**src/rtl/vga_sync_monitor.sv**
```systemverilog
// Receive-side VGA timing checker: measures line/frame timing and lit-pixel count,
// and declares lock once two consecutive frames carry identical timing.
module vga_sync_monitor #(
   parameter logic SYNC_ACTIVE_LOW = 1'b1,
   parameter int   HW              = 12,
   parameter int   VW              = 11,
   parameter int   LW              = 20
) (
   input  logic          clk,
   input  logic          reset,
   input  logic          h_sync,
   input  logic          v_sync,
   input  logic          red,
   input  logic          green,
   input  logic          blue,
   output logic [HW-1:0] h_period,
   output logic [HW-1:0] h_pulse,
   output logic [VW-1:0] v_period,
   output logic [VW-1:0] v_pulse,
   output logic [LW-1:0] lit_count,
   output logic          frame_done,
   output logic          locked,
   output logic          err
);

   localparam logic [1:0] SEARCH  = 2'd0;
   localparam logic [1:0] MEASURE = 2'd1;
   localparam logic [1:0] CHECK   = 2'd2;
   localparam logic [1:0] LOCKED  = 2'd3;
   localparam int         TW      = 2 * HW + 2 * VW;

   function automatic logic [HW-1:0] sat_inc_h(input logic [HW-1:0] v);
      return (v == '1) ? v : v + HW'(1);
   endfunction

   function automatic logic [VW-1:0] sat_inc_v(input logic [VW-1:0] v);
      return (v == '1) ? v : v + VW'(1);
   endfunction

   function automatic logic [LW-1:0] sat_inc_l(input logic [LW-1:0] v);
      return (v == '1) ? v : v + LW'(1);
   endfunction

   logic [4:0]    s1_q, s2_q;
   logic          hs_prev_q, vs_prev_q;
   logic          hs, vs, lit, hs_rise, hs_fall, vs_rise;

   logic [1:0]    state_q, state_d;
   logic [HW-1:0] hcnt_q, hcnt_d, hpw_q, hpw_d, fref_q, fref_d;
   logic [HW-1:0] h_period_q, h_period_d, h_pulse_q, h_pulse_d;
   logic [VW-1:0] vcnt_q, vcnt_d, vpw_q, vpw_d;
   logic [VW-1:0] v_period_q, v_period_d, v_pulse_q, v_pulse_d;
   logic [LW-1:0] acc_q, acc_d, lit_count_q, lit_count_d;
   logic          h_valid_q, h_valid_d, seen_q, seen_d, line_bad_q, line_bad_d;
   logic          locked_q, locked_d, frame_done_q, frame_done_d, err_q, err_d;
   logic [TW-1:0] ref_q, ref_d, tuple;
   logic [HW-1:0] hmeas;
   logic          meas, tmo;

   // Sync stages store normalised polarity, so a cleared flop means "inactive"
   always_ff @(posedge clk or posedge reset) begin
      if (reset) begin
         s1_q      <= '0;
         s2_q      <= '0;
         hs_prev_q <= 1'b0;
         vs_prev_q <= 1'b0;
      end else begin
         s1_q      <= {h_sync ^ SYNC_ACTIVE_LOW, v_sync ^ SYNC_ACTIVE_LOW, red, green, blue};
         s2_q      <= s1_q;
         hs_prev_q <= s2_q[4];
         vs_prev_q <= s2_q[3];
      end
   end

   assign hs      = s2_q[4];
   assign vs      = s2_q[3];
   assign lit     = |s2_q[2:0];
   assign hs_rise = hs & ~hs_prev_q;
   assign hs_fall = ~hs & hs_prev_q;
   assign vs_rise = vs & ~vs_prev_q;
   assign hmeas   = hcnt_q + HW'(1);
   assign meas    = hs_rise & h_valid_q;

   // Timeouts fire on the cycle a counter reaches saturation, so a counter left
   // saturated while searching does not re-trigger once measurement starts.
   assign tmo = (state_q != SEARCH) &&
                ((!hs_rise && hcnt_q == ~HW'(1)) ||
                 (hs_rise && !vs_rise && vcnt_q == ~VW'(1)));

   always_comb begin
      state_d      = state_q;
      hcnt_d       = hs_rise ? '0 : sat_inc_h(hcnt_q);
      hpw_d        = hs_rise ? HW'(1) : (hs ? sat_inc_h(hpw_q) : hpw_q);
      fref_d       = fref_q;
      h_period_d   = h_period_q;
      h_pulse_d    = h_pulse_q;
      vcnt_d       = vcnt_q;
      vpw_d        = vpw_q;
      v_period_d   = v_period_q;
      v_pulse_d    = v_pulse_q;
      acc_d        = lit ? sat_inc_l(acc_q) : acc_q;
      lit_count_d  = lit_count_q;
      h_valid_d    = h_valid_q | hs_rise;
      seen_d       = seen_q;
      line_bad_d   = line_bad_q;
      locked_d     = locked_q;
      frame_done_d = 1'b0;
      err_d        = 1'b0;
      ref_d        = ref_q;

      if (meas) h_period_d = hmeas;
      if (hs_fall) h_pulse_d = hpw_q;

      if (vs_rise) begin
         // A line whose hs edge coincides with vs belongs to the new frame
         vcnt_d      = hs_rise ? VW'(1) : '0;
         vpw_d       = hs_rise ? VW'(1) : '0;
         acc_d       = lit ? LW'(1) : '0;
         v_period_d  = vcnt_q;
         v_pulse_d   = vpw_q;
         lit_count_d = acc_q;
         line_bad_d  = 1'b0;
         seen_d      = meas;
         if (meas) fref_d = hmeas;
      end else begin
         if (hs_rise) vcnt_d = sat_inc_v(vcnt_q);
         if (hs_rise && vs) vpw_d = sat_inc_v(vpw_q);
         if (meas) begin
            if (!seen_q) begin
               seen_d = 1'b1;
               fref_d = hmeas;
            end else if (hmeas != fref_q) begin
               line_bad_d = 1'b1;
            end
         end
      end

      tuple = {h_period_d, h_pulse_d, vcnt_q, vpw_q};

      if (vs_rise) begin
         case (state_q)
            SEARCH: state_d = MEASURE;
            MEASURE: begin
               frame_done_d = 1'b1;
               ref_d        = tuple;
               state_d      = CHECK;
            end
            CHECK: begin
               frame_done_d = 1'b1;
               if (tuple == ref_q && !line_bad_q) begin
                  state_d  = LOCKED;
                  locked_d = 1'b1;
               end else begin
                  ref_d = tuple;
                  err_d = 1'b1;
               end
            end
            default: begin
               frame_done_d = 1'b1;
               if (tuple != ref_q || line_bad_q) begin
                  err_d    = 1'b1;
                  locked_d = 1'b0;
                  ref_d    = tuple;
                  state_d  = CHECK;
               end
            end
         endcase
      end

      // Timeout restarts acquisition but leaves the last measurements visible
      if (tmo) begin
         state_d      = SEARCH;
         err_d        = 1'b1;
         locked_d     = 1'b0;
         frame_done_d = 1'b0;
         hcnt_d       = '0;
         hpw_d        = '0;
         vcnt_d       = '0;
         vpw_d        = '0;
         acc_d        = '0;
         fref_d       = '0;
         h_valid_d    = 1'b0;
         seen_d       = 1'b0;
         line_bad_d   = 1'b0;
         ref_d        = ref_q;
         h_period_d   = h_period_q;
         h_pulse_d    = h_pulse_q;
         v_period_d   = v_period_q;
         v_pulse_d    = v_pulse_q;
         lit_count_d  = lit_count_q;
      end
   end

   always_ff @(posedge clk or posedge reset) begin
      if (reset) begin
         state_q      <= SEARCH;
         hcnt_q       <= '0;
         hpw_q        <= '0;
         fref_q       <= '0;
         h_period_q   <= '0;
         h_pulse_q    <= '0;
         vcnt_q       <= '0;
         vpw_q        <= '0;
         v_period_q   <= '0;
         v_pulse_q    <= '0;
         acc_q        <= '0;
         lit_count_q  <= '0;
         h_valid_q    <= 1'b0;
         seen_q       <= 1'b0;
         line_bad_q   <= 1'b0;
         locked_q     <= 1'b0;
         frame_done_q <= 1'b0;
         err_q        <= 1'b0;
         ref_q        <= '0;
      end else begin
         state_q      <= state_d;
         hcnt_q       <= hcnt_d;
         hpw_q        <= hpw_d;
         fref_q       <= fref_d;
         h_period_q   <= h_period_d;
         h_pulse_q    <= h_pulse_d;
         vcnt_q       <= vcnt_d;
         vpw_q        <= vpw_d;
         v_period_q   <= v_period_d;
         v_pulse_q    <= v_pulse_d;
         acc_q        <= acc_d;
         lit_count_q  <= lit_count_d;
         h_valid_q    <= h_valid_d;
         seen_q       <= seen_d;
         line_bad_q   <= line_bad_d;
         locked_q     <= locked_d;
         frame_done_q <= frame_done_d;
         err_q        <= err_d;
         ref_q        <= ref_d;
      end
   end

   assign h_period   = h_period_q;
   assign h_pulse    = h_pulse_q;
   assign v_period   = v_period_q;
   assign v_pulse    = v_pulse_q;
   assign lit_count  = lit_count_q;
   assign frame_done = frame_done_q;
   assign locked     = locked_q;
   assign err        = err_q;

endmodule

```
**config.mk**
```make
export PLATFORM = sky130hd
export DESIGN_NAME = vga_sync_monitor
export DESIGN_NICKNAME = d
export VERILOG_FILES = /design/src/rtl/vga_sync_monitor.sv
export SDC_FILE = /design/constraint.sdc
export NUM_CORES = 1
export LEC_CHECK = 0
export ABC_AREA = 1
export CAP_MARGIN = 10
export CORE_MARGIN = 1.5
export CORE_UTILIZATION = 45
export DETAILED_ROUTE_END_ITERATION = 10
export GPL_ROUTABILITY_DRIVEN = 0
export PLACE_DENSITY = 0.75
export SLEW_MARGIN = 20
export SYNTH_ARGS = -nofsm -noshare
export SYNTH_HDL_FRONTEND = slang
export SYNTH_SLANG_ARGS = --single-unit
```
**constraint.sdc**
```tcl
create_clock -name clk -period 10.2 [get_ports clk]
set_input_delay 2.04 -clock clk [delete_from_list [all_inputs] [get_ports clk]]
set_output_delay 2.04 -clock clk [all_outputs]
set_load 0.01 [all_outputs]
```
==> impl_metrics.json <==
{
  "critical_path.startpoint_type": "flop",
  "setup_slack_ns": 6.32,
  "critPathLaunch": "hcnt_q[0]$_DFFE_PP0P_",
  "clk_path_buf_depth": 3,
  "worstMarginPinSlew_ns": 0.981,
  "status": "complete, no violations",
  "die_width_um": 156,
  "clkTransAtPathRegs_ns": 0.06,
  "min_period_over_period_pct": 38.1,
  "htree_levels": 1,
  "hold_viol": 0,
  "ys_types": 48,
  "slew_violations": 0,
  "route.detailed.drc": 0,
  "instances_no_fill": 1720,
  "core_area_mm2": 0.0228,
  "routedWlPerCell_um": 14.1,
  "yosys.area.top_type_share_pct": 49.9,
  "worstSetupPathType": "flop to flop",
  "setup_viol": 0,
  "grt_setup_unrepaired": "false",
  "initial_core_util_pct": 46.3,
  "synthToLayoutAreaGrowth_pct": 15.4,
  "via_per_inst": 5.15,
  "cp-end-kind": "flop",
  "drive_above_1_share_pct": 7.89,
  "required_ns": 10.57,
  "pin_count": 76,
  "r2r-start": "hcnt_q[0]$_DFFE_PP0P_",
  "yosys_warnings": 0,
  "synth-edff-count": 0,
  "cts_buffers": 23,
  "min_to": "s2_q[2]$_DFF_PP0_",
  "regArea_mm2": 0.00526,
  "synth_cells": 1329,
  "worst_clock_skew_ns": 0.0105,
  "worstHoldPathType": "flop to flop",
  "cts_tree": "built",
  "ys.flop_type": "dfrtp_1",
  "grt_max_degree": 143,
  "netlist_area_mm2": 0.0105,
  "nNetsFinal": 1411,
  "relSlewSlack_pct": 34.6,
  "multi_input_area_mm2": 0.00449,
  "cts_hold_buf": 0,
  "cts.sinks": 210,
  "ir_drop_uv": 121,
  "syn_avg_cell_area_um2": 7.93,
  "ant_nets": 0,
  "diodes": 0,
  "tns_ns": 0,
  "critPathArrivalTime_ns": 4.25,
  "synthesis.nets": 1347,
  "hold_start": "s1_q[2]$_DFF_PP0_",
  "critPathMaxFanout": 34,
  "antenna_found_initial": 0,
  "synthTopCellsByArea": "dfrtp_1, nand2_1, inv_1, o21ai_0, nand3_1",
  "max_cap_viol_count": 0,
  "synth-async-reset-ratio_pct": 100,
  "post-synth-top-area-cell": "dfrtp_1",
  "synth-seq-cells": 210,
  "dp_slack_ns": 5.96,
  "r2r_slack_ns": 6.32,
  "rows": 55,
  "port-buffer-count": 75,
  "num-fill-cells": 2087,
  "synth.yosys.seq_area_share_pct": 49.9,
  "leakage_nw": 5.68,
  "die_h_um": 156,
  "overflow": 0,
  "clockRootBuffer": "clkbuf_16",
  "grt_pass1_vias": 8402,
  "fin_crit_ns": 3.88,
  "totalWireLength_um": 24300,
  "reg2reg_to": "hcnt_q[0]$_DFFE_PP0P_",
  "dp_hpwl_um": 16600,
  "whs_path_depth": 0,
  "power-per-cell-area_mw_per_mm2": 181,
  "first_iter_violations": 777,
  "finalPower_mw": 2.20,
  "dieArea_mm2": 0.0244,
  "reg2reg_depth": 13,
  "cts_setup_buffers": 0,
  "final_core_util_pct": 53.4,
  "dr.pass1.iters": 5,
  "clock_latency_ns": 0.51,
  "track_usage_pct": 20.4,
  "dp_cells": 1681,
  "fmax_mhz": 258,
  "ctsResizeCount": 0,
  "grt_pass1_wl_um": 40700,
  "vias": 8856
}
## power breakdown
group / total, mW / internal (mW) / switching, mW
combinational: 0.442 / 0.162 / 0.279
clock: 0.765 / 0.438 / 0.327
sequential: 0.991 / 0.918 / 0.0721
## per-stage QoR
stage	hold slack, ns	cell area (µm²)
final	0.346	12200
after global routing	0.350	12200
after CTS	0.348	12200
after detailed placement	0.339	11500
after global placement	0.334	11500
after floorplan	0.331	10500
## per-layer routing
| layer | track usage, % | wire (µm) | vias up | part of all wire, % |
|---|---|---|---|---|
| li1 | - | - | 4412 | - |
| met1 | 27.8 | 11000 | 4147 | 45 |
| met2 | 33.9 | 11400 | 252 | 47 |
| met3 | 3.03 | 1250 | 45 | 5.1 |
| met4 | 5.76 | 641 | 0 | 2.6 |
| met5 | 0 | 0 | - | 0 |
## critical path, stage by stage, from the launching register on
cell,delay [ns]
dfrtp_1,0.46
inv_1,0.12
ha_1,0.21
and3_1,0.19
nand4_1,0.10
nand2_2,0.08
nand2_2,0.51
inv_2,0.42
nor2_1,0.66
nand4_1,0.51
inv_1,0.18
nor2_1,0.09
nand3_1,0.08
o21ai_0,0.11
## final cells by class
| class | instances | area share (%) |
|---|---|---|
| Clock inverter | 5 | 0.298 |
| Clock buffer | 34 | 5.32 |
| Timing Repair Buffer | 78 | 6.36 |
| Sequential cell | 210 | 43.2 |
| Multi-Input combinational cell | 931 | 36.9 |
| Inverter | 149 | 4.67 |
| Tap cell | 313 | 3.22 |
## logic make-up (layout without fill, tap and decap cells)
family          Yosys count  after routing  synth area share (%)
xor+xnor                 19             19                  1.58
buf+inv                 188            266                  7.57
compound gates          200            200                  10.9
simple gates            701            701                  28.7
fa+ha+maj                11             11                  1.31
flops                   210            210                  49.9
## cell usage after synthesis (4+ instances only)
cell / number
clkbuf_1: 14
xnor2_1: 8
nand3_1: 86
nor4_1: 7
o21ai_1: 7
nand2_2: 31
ha_1: 11
inv_2: 6
buf_6: 4
buf_1: 5
nand4_1: 17
nand3b_1: 8
o21ai_0: 105
inv_1: 141
buf_4: 5
o22ai_1: 6
xor2_1: 11
buf_2: 8
nor2_1: 91
nand2_1: 418
o21ai_2: 25
dfrtp_1: 210
a21oi_1: 39
o31ai_1: 4
nor3_1: 27
## flip-flops by register name, summed over array words and instances (netlist names), 2 cells and up
name and cells:
ref_q 46, acc_q 20, lit_count 20, fref_q 12
h_period 12, h_pulse 12, hcnt_q 12, hpw_q 12
v_period 11, v_pulse 11, vcnt_q 11, vpw_q 11
s1_q 5, s2_q 5, state_q 2
## placed cells by master (no fill, tap or decap), types with 3 or more instances in the layout
cell / count
dfrtp_1: 210
clkdlybuf4s50_1: 75
a21oi_1: 39
nor3_1: 27
ha_1: 11
nand3b_1: 8
nor3b_1: 3
clkbuf_16: 23
nand2_2: 31
buf_4: 3
nand2_1: 418
o22ai_1: 6
inv_2: 6
o31ai_1: 4
or2_2: 3
inv_1: 139
clkbuf_8: 3
nor2_1: 90
nand4_1: 17
nor4_1: 7
o21ai_1: 7
o21ai_0: 105
o21ai_2: 25
nand3_1: 86
clkinvlp_4: 3
xnor2_1: 8
clkbuf_1: 8
xor2_1: 11
## worst max-delay path by stage
stage | slack, ns | cells past startpoint | to
2_1_floorplan | 2.42 | 1 | acc_q[0]$_DFFE_PP0P_
3_3_place_gp | 5.99 | 3 | ref_q[24]$_DFFE_PP0P_
3_5_place_dp | 5.96 | 3 | h_pulse[11]$_DFFE_PP0N_
6_report | 6.32 | 13 | hcnt_q[0]$_DFFE_PP0P_
5_1_grt | 5.86 | 10 | lit_count[3]$_DFFE_PP0P_
4_1_cts | 6.34 | 13 | hcnt_q[0]$_DFFE_PP0P_
Note: power is estimated with default switching activity, not from simulation.
